### config.mk
export PLATFORM = sky130hd
export DESIGN_NAME = range_counter_flat
export DESIGN_NICKNAME = d
export VERILOG_FILES = /design/src/rtl/range_counter_pkg.sv /design/src/rtl/range_counter_if.sv /design/src/rtl/tick_prescaler.sv /design/src/rtl/range_counter.sv /design/src/flat_wrapper.sv
export SDC_FILE = /design/constraint.sdc
export NUM_CORES = 1
export LEC_CHECK = 0
export ABC_AREA = 0
export CORE_MARGIN = 4
export CORE_UTILIZATION = 53
export CTS_CLUSTER_DIAMETER = 100
export DETAILED_ROUTE_END_ITERATION = 10
export PLACE_DENSITY = 0.79
export SLEW_MARGIN = 20
export SYNTH_ARGS = -nofsm -noshare
export SYNTH_HDL_FRONTEND = slang
export SYNTH_SLANG_ARGS = --single-unit
### constraint.sdc
create_clock -name clk -period 3 [get_ports clk]
set_input_delay 0.3 -clock clk [delete_from_list [all_inputs] [get_ports clk]]
set_output_delay 0.3 -clock clk [all_outputs]
set_load 0.05 [all_outputs]
### src/rtl/range_counter_pkg.sv
// Shared encodings for the bounded range counter: count modes and direction values.
package range_counter_pkg;

    typedef enum logic [1:0] {
        MODE_UP_WRAP   = 2'd0,
        MODE_DOWN_WRAP = 2'd1,
        MODE_BOUNCE    = 2'd2,
        MODE_ONE_SHOT  = 2'd3
    } mode_t;

    localparam logic DIR_UP   = 1'b1;
    localparam logic DIR_DOWN = 1'b0;

endpackage

### src/rtl/range_counter_if.sv
// Control/status bundle between a game-logic client (master) and a range_counter (slave).
interface range_counter_if
    import range_counter_pkg::*;
#(
    parameter int WIDTH = 10
);
    logic             en;
    mode_t            mode;
    logic             clear;
    logic             load;
    logic [WIDTH-1:0] load_val;
    logic [WIDTH-1:0] count;
    logic             dir;
    logic             wrap;
    logic             done;

    modport master (
        output en, mode, clear, load, load_val,
        input  count, dir, wrap, done
    );

    modport slave (
        input  en, mode, clear, load, load_val,
        output count, dir, wrap, done
    );
endinterface

### src/rtl/tick_prescaler.sv
// Divides an enable into a one-cycle tick every PRESCALE enabled cycles; restart rephases it.
module tick_prescaler #(
    parameter int PRESCALE = 1
) (
    input  logic clk,
    input  logic rst_n,
    input  logic en,
    input  logic restart,
    output logic tick
);
    localparam int            PW   = (PRESCALE > 1) ? $clog2(PRESCALE) : 1;
    localparam logic [PW-1:0] LAST = PW'(PRESCALE - 1);

    if (PRESCALE < 1) begin : g_bad_prescale
        $fatal(1, "tick_prescaler: PRESCALE must be >= 1");
    end

    logic [PW-1:0] pre_q, pre_d;

    assign tick = en && (pre_q == LAST);

    always_comb begin
        pre_d = pre_q;
        if (restart)
            pre_d = '0;
        else if (en)
            pre_d = (pre_q == LAST) ? '0 : pre_q + 1'b1;
    end

    always_ff @(posedge clk or negedge rst_n) begin
        if (!rst_n)
            pre_q <= '0;
        else
            pre_q <= pre_d;
    end
endmodule

### src/rtl/range_counter.sv
// Bounded counter over [MIN_VAL, MAX_VAL] with prescaler and up/down/bounce/one-shot modes.
// All outputs come straight from flops; next-value math is one bit wider than count.
module range_counter
    import range_counter_pkg::*;
#(
    parameter int WIDTH    = 10,
    parameter int MIN_VAL  = 1,
    parameter int MAX_VAL  = 500,
    parameter int PRESCALE = 1
) (
    input logic            clk,
    input logic            rst_n,
    range_counter_if.slave bus
);
    localparam logic [WIDTH:0] MIN_X = (WIDTH + 1)'(MIN_VAL);
    localparam logic [WIDTH:0] MAX_X = (WIDTH + 1)'(MAX_VAL);

    if (MIN_VAL < 0 || MIN_VAL > MAX_VAL) begin : g_bad_range
        $fatal(1, "range_counter: need 0 <= MIN_VAL <= MAX_VAL");
    end
    if ((MAX_VAL >> WIDTH) != 0) begin : g_bad_width
        $fatal(1, "range_counter: MAX_VAL does not fit in WIDTH bits");
    end

    logic [WIDTH-1:0] count_q, count_d;
    logic             dir_q, dir_d;
    logic             wrap_q, wrap_d;
    logic             done_q, done_d;
    logic             tick;
    logic [WIDTH:0]   cnt_x, inc_x, dec_x, lv_x, ld_x;

    tick_prescaler #(.PRESCALE(PRESCALE)) u_pre (
        .clk     (clk),
        .rst_n   (rst_n),
        .en      (bus.en),
        .restart (bus.clear | bus.load),
        .tick    (tick)
    );

    assign cnt_x = {1'b0, count_q};
    assign inc_x = cnt_x + 1'b1;
    assign dec_x = cnt_x - 1'b1;
    assign lv_x  = {1'b0, bus.load_val};
    assign ld_x  = (lv_x < MIN_X) ? MIN_X : ((lv_x > MAX_X) ? MAX_X : lv_x);

    always_comb begin
        count_d = count_q;
        dir_d   = dir_q;
        done_d  = (bus.mode == MODE_ONE_SHOT) ? done_q : 1'b0;
        wrap_d  = 1'b0;
        if (bus.clear) begin
            count_d = (bus.mode == MODE_DOWN_WRAP) ? MAX_X[WIDTH-1:0] : MIN_X[WIDTH-1:0];
            dir_d   = (bus.mode == MODE_DOWN_WRAP) ? DIR_DOWN : DIR_UP;
            done_d  = 1'b0;
        end else if (bus.load) begin
            count_d = ld_x[WIDTH-1:0];
            done_d  = 1'b0;
            if (bus.mode == MODE_DOWN_WRAP || (bus.mode == MODE_BOUNCE && ld_x == MAX_X))
                dir_d = DIR_DOWN;
            else
                dir_d = DIR_UP;
        end else if (tick) begin
            unique case (bus.mode)
                MODE_UP_WRAP: begin
                    wrap_d  = (cnt_x == MAX_X);
                    count_d = wrap_d ? MIN_X[WIDTH-1:0] : inc_x[WIDTH-1:0];
                end
                MODE_DOWN_WRAP: begin
                    wrap_d  = (cnt_x == MIN_X);
                    count_d = wrap_d ? MAX_X[WIDTH-1:0] : dec_x[WIDTH-1:0];
                end
                MODE_BOUNCE: begin
                    if (MIN_VAL == MAX_VAL) begin
                        dir_d  = ~dir_q;
                        wrap_d = 1'b1;
                    end else if (dir_q == DIR_UP) begin
                        if (cnt_x >= MAX_X) begin
                            count_d = dec_x[WIDTH-1:0];
                            dir_d   = DIR_DOWN;
                            wrap_d  = 1'b1;
                        end else begin
                            count_d = inc_x[WIDTH-1:0];
                        end
                    end else begin
                        if (cnt_x <= MIN_X) begin
                            count_d = inc_x[WIDTH-1:0];
                            dir_d   = DIR_UP;
                            wrap_d  = 1'b1;
                        end else begin
                            count_d = dec_x[WIDTH-1:0];
                        end
                    end
                end
                MODE_ONE_SHOT: begin
                    // Completion fires once, whether we step onto MAX or were parked there.
                    if (!done_q) begin
                        if (cnt_x < MAX_X)
                            count_d = inc_x[WIDTH-1:0];
                        if (cnt_x >= MAX_X || inc_x == MAX_X) begin
                            done_d = 1'b1;
                            wrap_d = 1'b1;
                        end
                    end
                end
                default: ;
            endcase
        end
    end

    always_ff @(posedge clk or negedge rst_n) begin
        if (!rst_n) begin
            count_q <= MIN_X[WIDTH-1:0];
            dir_q   <= DIR_UP;
            wrap_q  <= 1'b0;
            done_q  <= 1'b0;
        end else begin
            count_q <= count_d;
            dir_q   <= dir_d;
            wrap_q  <= wrap_d;
            done_q  <= done_d;
        end
    end

    assign bus.count = count_q;
    assign bus.dir   = dir_q;
    assign bus.wrap  = wrap_q;
    assign bus.done  = done_q;
endmodule

### src/flat_wrapper.sv
// flat-port wrapper written by rule: the top's interface ports become plain ports
module range_counter_flat import range_counter_pkg::*;
#(
    parameter int WIDTH    = 10,
    parameter int MIN_VAL  = 1,
    parameter int MAX_VAL  = 500,
    parameter int PRESCALE = 1
)
  (clk, rst_n, bus_en, bus_mode, bus_clear, bus_load, bus_load_val, bus_count, bus_dir, bus_wrap, bus_done);
  range_counter_if #(.WIDTH(WIDTH)) bus_i ();
  input logic clk;
  input logic rst_n;
  input wire logic [$bits(bus_i.en)-1:0] bus_en;
  input wire logic [$bits(bus_i.mode)-1:0] bus_mode;
  input wire logic [$bits(bus_i.clear)-1:0] bus_clear;
  input wire logic [$bits(bus_i.load)-1:0] bus_load;
  input wire logic [$bits(bus_i.load_val)-1:0] bus_load_val;
  output wire logic [$bits(bus_i.count)-1:0] bus_count;
  output wire logic [$bits(bus_i.dir)-1:0] bus_dir;
  output wire logic [$bits(bus_i.wrap)-1:0] bus_wrap;
  output wire logic [$bits(bus_i.done)-1:0] bus_done;
  assign bus_i.en = bus_en;
  assign bus_i.mode = bus_mode;
  assign bus_i.clear = bus_clear;
  assign bus_i.load = bus_load;
  assign bus_i.load_val = bus_load_val;
  assign bus_count = bus_i.count;
  assign bus_dir = bus_i.dir;
  assign bus_wrap = bus_i.wrap;
  assign bus_done = bus_i.done;
  range_counter #(.WIDTH(WIDTH), .MIN_VAL(MIN_VAL), .MAX_VAL(MAX_VAL), .PRESCALE(PRESCALE)) u_core (.clk(clk), .rst_n(rst_n), .bus(bus_i));
endmodule
# Word level (Yosys, flattened, before mapping)
# Cells that the tools add are included.
dict set report totals {
  mem_count 0
  latchBits 0
  ram_bits 0
  register_bits 14
  in_bits 17
  rom_bits 0
}
dict set report classes {
  bitwise_logic 2
  order_cmp 5
  multipliers 0
  shifts 0
  add_sub_neg 3
  div 0
  mux 41
  n_reduce_logical 10
  n_eq_ne 9
}
# operator n
set op_table {}
lappend op_table {{10-bit 2-to-1 mux} 11}
lappend op_table {{10-bit one-hot mux with 4 select lines} 1}
lappend op_table {{1-bit 2-to-1 mux} 26}
lappend op_table {{11-bit by 9-bit == test with 1-bit output, second input constant} 2}
lappend op_table {{10-bit by 1-bit adder with 11-bit output, second input constant} 1}
lappend op_table {{11-bit 2-to-1 mux} 1}
lappend op_table {{10-bit by 1-bit == test with 1-bit output, second input constant} 1}
lappend op_table {{10-bit by 9-bit == test with 1-bit output, second input constant} 1}
lappend op_table {{10-bit by 9-bit greater-or-equal comparator with 1-bit output, second input constant} 1}
lappend op_table {{10-bit by 9-bit > comparator with 1-bit output, second input constant} 1}
lappend op_table {{10-bit by 1-bit less-or-equal comparator with 1-bit output, second input constant} 1}
lappend op_table {{10-bit by 1-bit < comparator with 1-bit output, second input constant} 1}
lappend op_table {{10-bit by 9-bit < comparator with 1-bit output, second input constant} 1}
lappend op_table {{10-bit by 1-bit subtractor with 10-bit output, second input constant} 1}
lappend op_table {{9-bit 2-to-1 mux} 1}
lappend op_table {{4-bit != test, second input constant} 2}
lappend op_table {{3-bit nonzero test} 2}
lappend op_table {{2-bit == test, second input constant} 2}
lappend op_table {{1-bit one-hot mux with 4 select lines} 1}
lappend op_table {{3-bit AND reduction} 1}
lappend op_table {{2-bit by 1-bit == test with 1-bit output, second input constant} 1}
lappend op_table {{1-bit logical AND} 2}
lappend op_table {{2-bit logical NOT} 1}
lappend op_table {{1-bit logical OR} 2}
lappend op_table {{5 further kinds} 5}

# Longest topological paths before layout
# Gate-level depths: netlist of the first run.
dict set report logic_depth {
  word_depth 9
  ltp_mapped 8
}

# Cells and area by module
# From an unflattened synthesis of the first run, not the netlist that was laid out.
dict set report unflattened {
  cells_unflattened 216
  area_unflattened_um2 1639.1
}
# module area_each_um2 cells_each instances
set modules_own_cells {}
lappend modules_own_cells {range_counter 1631.6 215 1}
lappend modules_own_cells {tick_prescaler 7.5 1 1}

# Worst setup path before layout of the first run
# OpenSTA, ideal clock, no wires.
dict set report synth_timing {
  path_kind {register to register}
  start {register u_core.count_q[0], in the netlist u_core.bus.count[0]}
  end {register u_core.count_q[4], in the netlist u_core.bus.count[4]}
  t_arrival_ns 2.564
  setup_time_ns 0.091
  slack_ns 0.345
  required_time_ns 2.909
  stages_incl_launch_ff 9
  period_less_slack_ns 2.655
  cell_sequence {dfstp_2 > clkbuf_1 > inv_1 > ha_1 > o21bai_1 > nor4_1 > o31ai_1 > a22oi_1 > o221ai_1}
}
dict set report synth_between {
  elab_chain_len 7
  word_cells_on_any_way 20
  classes_between {add/sub: 2; order compare: 3; eq/ne: 3; mux: 11; reduce/logical: 1}
}
# element line_no
set synth_lines {}
lappend synth_lines {{from (decl)} range_counter.sv:25} ;# logic [WIDTH-1:0] count_q, count_d;
lappend synth_lines {{from (signal assigned)} range_counter.sv:112} ;# count_q <= MIN_X[WIDTH-1:0];
lappend synth_lines {{from (signal assigned)} range_counter.sv:117} ;# count_q <= count_d;
lappend synth_lines {{10-bit by 1-bit adder with 11-bit output, or another cell as far along} range_counter.sv:41} ;# assign inc_x = cnt_x + 1'b1;
lappend synth_lines {{10-bit 2-to-1 mux, on equally long branches} {range_counter.sv:97, range_counter.sv:77, range_counter.sv:85}}
lappend synth_lines {{10-bit 2-to-1 mux, on equally long branches} {range_counter.sv:96, range_counter.sv:76}}
lappend synth_lines {{10-bit one-hot mux with 4 select lines} range_counter.sv:63} ;# unique case (bus.mode)
lappend synth_lines {{10-bit 2-to-1 mux} range_counter.sv:62} ;# end else if (tick) begin
lappend synth_lines {{10-bit 2-to-1 mux} range_counter.sv:55} ;# end else if (bus.load) begin
lappend synth_lines {{10-bit 2-to-1 mux} range_counter.sv:51} ;# if (bus.clear) begin
# Parallel ways exist; a longest one is shown, timed or not. The select of a mux whose other input is x is not followed.
# A chain may end at the register's enable or synchronous reset.

# Worst setup path in the final report of the first run
dict set report layout_timing {
  start {register u_core.count_q[6], in the netlist u_core.bus.count[6]}
  end {register u_core.count_q[4], in the netlist u_core.bus.count[4]}
}
dict set report layout_between {
  elab_chain_len 7
  word_cells_on_any_way 16
  classes_between {order compare: 3; eq/ne: 3; mux: 9; reduce/logical: 1}
}
# element line_no
set layout_lines {}
lappend layout_lines {{10-bit by 1-bit less-or-equal comparator with 1-bit output / 10-bit by 9-bit greater-or-equal comparator with 1-bit output (equally long branches)} {range_counter.sv:85, range_counter.sv:77}}
lappend layout_lines {{10-bit 2-to-1 mux, on equally long branches} {range_counter.sv:85, range_counter.sv:77}}
lappend layout_lines {{10-bit 2-to-1 mux} range_counter.sv:76} ;# end else if (dir_q == DIR_UP) begin
lappend layout_lines {{10-bit one-hot mux with 4 select lines} range_counter.sv:63}
lappend layout_lines {{10-bit 2-to-1 mux} range_counter.sv:62}
lappend layout_lines {{10-bit 2-to-1 mux} range_counter.sv:55}
lappend layout_lines {{10-bit 2-to-1 mux} range_counter.sv:51}
# Parallel ways exist; a longest one is shown, timed or not. The select of a mux whose other input is x is not followed.

==> results of run 1 <==
placed cells by master (no fill, tap or decap), types with 5 or more instances in the layout:
| cell type | Yosys | layout |
|---|---|---|
| a21oi_1 | 13 | 13 |
| a31oi_1 | 13 | 13 |
| buf_4 | 1 | 9 |
| clkdlybuf4s50_1 | 0 | 29 |
| dfrtp_1 | 11 | 11 |
| inv_1 | 13 | 13 |
| nand2_1 | 16 | 16 |
| nor2_1 | 14 | 14 |
| nor4_1 | 6 | 6 |
| o21ai_0 | 17 | 17 |
| o31ai_1 | 6 | 6 |
| or2_2 | 5 | 5 |
| or3_1 | 5 | 5 |
| xnor2_1 | 6 | 6 |
worst max-delay path, cell delays in order, from the launching register on:
cell and delay [ns]:
dfrtp_1 0.50, or3_1 0.57, nor4_1 0.58, o31ai_1 0.18
buf_4 0.20, a22oi_1 0.23, o221ai_1 0.14
flip-flops by register name (all words and copies together), names as in the netlist:
name and count:
u_core.bus.done 1, u_core.bus.wrap 1, u_core.bus.dir 1, u_core.bus.count 10
kinds of logic (layout without fill, tap and decap cells):
| logic type | Yosys count | count (layout) | synth area share |
|---|---|---|---|
| compound gates | 92 | 92 | 0.393 |
| fa+ha+maj | 4 | 4 | 0.0300 |
| flops | 13 | 13 | 0.196 |
| buf+inv | 30 | 55 | 0.0764 |
| xor+xnor | 8 | 8 | 0.0419 |
| simple gates | 76 | 76 | 0.256 |
| mux | 1 | 1 | 0.00599 |
final timing paths:
check	startpoint	endpoint	slack [ns]	cells after the start
max in group asynchronous	rst_n	u_core.bus.count[7]$_DFFE_PN0P_	2.18	1
worst max-delay path	u_core.bus.count[6]$_DFFE_PN0P_	u_core.bus.count[4]$_DFFE_PN0P_	0.48	6
worst min register to register	u_core.bus.count[0]$_DFFE_PN1P_	u_core.bus.count[0]$_DFFE_PN1P_	0.61	1
min in group clk	u_core.bus.count[0]$_DFFE_PN1P_	u_core.bus.count[0]$_DFFE_PN1P_	0.61	1
worst max register to register	u_core.bus.count[6]$_DFFE_PN0P_	u_core.bus.count[4]$_DFFE_PN0P_	0.48	6
worst min-delay path	rst_n	u_core.bus.count[9]$_DFFE_PN0P_	0.40	1
metrics by stage:
stage | worst slack (ns) | utilization | hold WS, ns | instances | cell area [µm²]
after floorplan | 0.345 | - | 0.00441 | 224 | 1670
after global placement | 0.524 | 0.662 | 0.583 | 289 | 2000
after detailed placement | 0.551 | 0.662 | 0.583 | 289 | 2000
after CTS | 0.544 | 0.671 | 0.427 | 293 | 2030
after global routing | 0.270 | 0.671 | 0.463 | 293 | 2030
final | 0.476 | 0.671 | 0.403 | 293 | 2030
final cells by class:
| type | instances | share of cell area |
|---|---|---|
| tap | 44 | 0.0271 |
| sequential | 13 | 0.161 |
| inverter | 13 | 0.0240 |
| timing repair buffer | 38 | 0.176 |
| clock buffer | 4 | 0.0129 |
| multi-input combinational | 181 | 0.598 |
layer usage:
metal	vias to the layer above	global-route usage
met5	-	0
met4	0	0.0923
met1	898	0.351
li1	925	-
met2	117	0.392
met3	9	0.0264
power groups by stage:
stage                     clock, mW  combinational (mW)  sequential (mW)
after floorplan                   0               0.223            0.281
after global placement            0               0.396            0.232
after detailed placement          0               0.397            0.233
after CTS                     0.121               0.399            0.230
after global routing          0.127               0.432            0.234
final                         0.122               0.406            0.230
==> results.yml, run 1 <==
cells_and_area:
  diodes: 0
  layout-drive-gt1-share: 0.100
  layout.nets: 271
  area_growth_pct: 21.6
  layout.area.seq_um2: 328
  multi_input_area_um2: 1210
  nFillCells: 269
power_and_ir_drop:
  p_switching_mw: 0.353
  p_comb_frac: 0.535
  swShare: 0.465
  p_leak_nw: 0.758
  internal_power_mw: 0.406
  ir_drop_uv: 199
  pwr-share-clk: 0.161
  p_per_area_nw_per_um2: 374
  p_total_mw: 0.759
  seq_power_share: 0.304
hold_path:
  holdCritPathClass: "in -> async"
routing:
  drt_iter0_markers: 194
  routedWlPerCell_um: 17.5
  drcViolationCount: 0
  dr.pass1.iters: 5
  avgViaCountPerCell: 6.65
  via_count: 1949
  wl_met2_mm: 2.33
  drtAntennaViolNets: 0
  wl_mm: 5.14
  top_layer_used: "met4"
  wl_met1_mm: 2.30
  wl_met3_um: 450
worst_setup_path:
  endpoint_kind: "flop"
  worst_ep_required_time_ns: 3.16
  startpoint_type: "flop"
  crit_fanout: 9
  cp.arrival_ns: 2.68
  critPathKind: "reg -> reg"
placed_design:
  dp_hpwl_mm: 3.77
  io_buffers: 29
  finalWeightedCongestion: 0.958
global_route:
  grt_max_degree: 18
  grt_pass1_vias: 1735
  grt_overflow_total: 0
  antenna_found_initial: 0
  grt_pass1_wl_mm: 8.21
  track_usage: 0.249
synth:
  avgSynthCellArea_um2: 7.46
  syn-num-nets: 245
  yosysWarnings: 0
  synth_top_area_share: 0.165
  yosysSeqAreaShare: 0.196
  yosys-top-cells-count: "o21ai_0, nand2_1, nor2_1"
  synth_ff_type: "dfrtp_1"
  yosysMostFrequentCell: "o21ai_0"
  ys_async_sr_fraction: 1.00
  syn_inst: 224
  synth_edf_count: 0
  yosysUniqueCellTypes: 64
  synthesis.area_um2: 1670
  synthTopCellsByArea: "dfrtp_1, o21ai_0, a31oi_1"
  ys_seq_elements: 13
  synth_top_cell_by_area: "dfrtp_1"
timing:
  post-route-period-util: 0.841
  tightest_slew_ns: 0.662
  setup_tns_ns: 0
  relSlewSlack: 0.557
  hold_viol: 0
  setup_violations: 0
  finalMaxSlewViolations: 0
  clock_skew_ns: 0.00390
  fin_crit_ns: 2.52
  rsz0062_at_grt: "false"
  fmax_mhz: 396
floorplan:
  die_x_um: 64.1
  initial_utilization: 0.552
  die_area_um2: 4110
  rows: 20
  io-pin-count: 30
  chipHeight_um: 64.1
  core_area_um2: 3030
clock_tree:
  cts_hold_buf: 0
  cts_resized: 0
  postCtsSetupBuffers: 0
  path_clk_slew_ns: 0.09
  cts_sinks: 13
  cts_tree: "done"
  clk_path_buf_depth: 2
  root_buffer: "clkbuf_4"
  insertion_delay_ns: 0.29
  cts_buffers: 3
  cts_max_level: 1
run:
  cap_viol_max_count: 0
run_status:
  outcome: "completed"
Note: power is estimated with default switching activity, not from simulation.
==> inputs of run 2 (changes only) <==
--- a/config.mk
+++ b/config.mk
@@ -7,10 +7,10 @@
 export LEC_CHECK = 0
 export ABC_AREA = 0
 export CORE_MARGIN = 4
-export CORE_UTILIZATION = 53
+export CORE_UTILIZATION = 48
 export CTS_CLUSTER_DIAMETER = 100
 export DETAILED_ROUTE_END_ITERATION = 10
-export PLACE_DENSITY = 0.79
+export PLACE_DENSITY = 0.76
 export SLEW_MARGIN = 20
 export SYNTH_ARGS = -nofsm -noshare
 export SYNTH_HDL_FRONTEND = slang
==> constraint.sdc (replaced) <==
create_clock -name clk -period 2.25 [get_ports clk]
set_input_delay 0.225 -clock clk [delete_from_list [all_inputs] [get_ports clk]]
set_output_delay 0.225 -clock clk [all_outputs]
set_load 0.05 [all_outputs]
==> results.yml, run 2 (synthesis gave the netlist of run 1 again) <==
power_and_ir_drop:
  swShare: 0.459
  ir_drop_uv: 286
  internal_power_mw: 0.579
  p_per_area_nw_per_um2: 487
  p_comb_frac: 0.578
  pwr-share-clk: 0.155
  p_switching_mw: 0.492
  p_leak_nw: 0.836
  seq_power_share: 0.268
cells_and_area:
  nFillCells: 316
  area_growth_pct: 31.6
  diodes: 0
  largest_register_ff_count: 10
  layout-drive-gt1-share: 0.195
  layout_commonest_cell: "clkdlybuf4s50_1"
  mostFrequentLayoutCells: "clkdlybuf4s50_1, buf_4, o21ai_0, nand2_1, nor2_1"
  layout.nets: 288
placed_design:
  finalWeightedCongestion: 1.00
  io_buffers: 29
  pre_cts_slack_ns: 0.0527
  dp_hpwl_mm: 4.27
hold_path:
  holdCritPathClass: "in -> async"
timing:
  clock_skew_ns: 0.00818
  fin_crit_ns: 2.16
  whs_ns: 0.335
  tightest_slew_ns: 0.692
  setup_violations: 0
  post-route-period-util: 0.962
  relSlewSlack: 0.537
  setup_ws_ns: 0.0865
  finalMaxSlewViolations: 0
  hold_viol: 0
  rsz0062_at_grt: "false"
  fmax_mhz: 462
global_route:
  track_usage: 0.266
  grt_pass1_wl_mm: 8.96
  grt_max_degree: 18
  grt_overflow_total: 0
  grt_pass1_vias: 1805
  antenna_found_initial: 0
worst_setup_path:
  crit_fanout: 14
  crit_slowest_cell: "dfrtp_2"
  worst-path-stages: 7
  worstReg2RegEnd: "u_core.bus.count[0]$_DFFE_PN1P_"
  cp.arrival_ns: 2.39
  slowest_delay_ns: 0.41
  crit_top_cell: "buf_4"
  endpoint_kind: "flop"
  rrSetupSlack_ns: 0.09
  critPathKind: "reg -> reg"
  cp_cell_sequence: "buf_4, nor4_1, nand4_1, buf_4, o21ai_0, a21oi_1, o32a_1"
  worst-path-buf-inv: 2
  worst_ep_required_time_ns: 2.48
  startpoint_type: "flop"
  worstRegToRegCells: 7
  r2r_start: "u_core.bus.count[3]$_DFFE_PN0P_"
  crit_family: "simple AND/OR/NAND/NOR gates"
clock_tree:
  cts_tree: "done"
  path_clk_slew_ns: 0.10
  cts_max_level: 1
  cts_hold_buf: 0
  cts_buffers: 3
  insertion_delay_ns: 0.30
  cts_sinks: 13
  root_buffer: "clkbuf_4"
  clk_path_buf_depth: 2
routing:
  routedWlPerCell_um: 17.9
  drcViolationCount: 0
  drtAntennaViolNets: 0
  drt_iter0_markers: 237
  avgViaCountPerCell: 6.52
  via_count: 2034
  dr.pass1.iters: 6
  wl_mm: 5.58
floorplan:
  die_area_um2: 4490
  die_x_um: 67.0
  rows: 21
  core_area_um2: 3340
  initial_utilization: 0.501
  chipHeight_um: 67.0
  io-pin-count: 30
run_status:
  outcome: "completed"
run:
  cap_viol_max_count: 0
run 2: power groups by stage:
stage / clock network, mW / registers [mW] / logic (mW)
2_1_floorplan: 0 / 0.379 / 0.316
3_3_place_gp: 0 / 0.290 / 0.603
3_5_place_dp: 0 / 0.291 / 0.606
4_1_cts: 0.168 / 0.286 / 0.608
5_1_grt: 0.178 / 0.290 / 0.666
6_report: 0.166 / 0.287 / 0.619
run 2: per-layer routing:
layer	track usage	vias up	wire, µm
li1	-	959	-
met1	0.380	944	2410
met2	0.406	116	2510
met3	0.0253	15	504
met4	0.101	0	153
met5	0	-	0
run 2: per-stage QoR:
step,instance area [µm²],std cells,power [mW],utilization,setup TNS [ns]
2_1_floorplan,1730,224,0.695,-,-0.0754
3_3_place_gp,2160,307,0.893,0.648,0
3_5_place_dp,2160,307,0.896,0.648,0
4_1_cts,2190,311,1.06,0.655,0
5_1_grt,2200,312,1.13,0.659,0
6_report,2200,312,1.07,0.659,0
run 2: worst register-to-register path, stage by stage (launching register included):
cell and delay, ns:
dfrtp_2 0.41, buf_4 0.18, nor4_1 0.42, nand4_1 0.29, buf_4 0.24, o21ai_0 0.16
a21oi_1 0.06, o32a_1 0.34
run 2: how the worst max path moves through the flow:
stage,from,to,slack [ns]
6_report,u_core.bus.count[3]$_DFFE_PN0P_,u_core.bus.count[0]$_DFFE_PN1P_,0.09
5_1_grt,u_core.bus.count[0]$_DFFE_PN1P_,u_core.bus.count[6]$_DFFE_PN0P_,0.003
4_1_cts,u_core.bus.count[0]$_DFFE_PN1P_,u_core.bus.count[6]$_DFFE_PN0P_,0.02
3_5_place_dp,u_core.bus.count[0]$_DFFE_PN1P_,u_core.bus.count[6]$_DFFE_PN0P_,0.05
3_3_place_gp,bus_en,u_core.bus.count[5]$_DFFE_PN0P_,0.07
2_1_floorplan,u_core.bus.count[5]$_DFFE_PN0P_,u_core.bus.count[3]$_DFFE_PN0P_,-0.04
run 2: cell type report:
class                      count  area, µm²  share of cell area
multi-input combinational    181       1240               0.566
timing repair buffer          55        485               0.221
sequential                    13        335               0.153
tap                           46       57.6              0.0262
inverter                      13       48.8              0.0222
clock buffer                   4       26.3              0.0120
run 2: timing repair:
item                                   in CTS  in global routing
setup buffers                               0                  1
resized for setup                           0                  1
setup endpoints to repair                   0                  8
endpoints found under the hold margin       0                  0
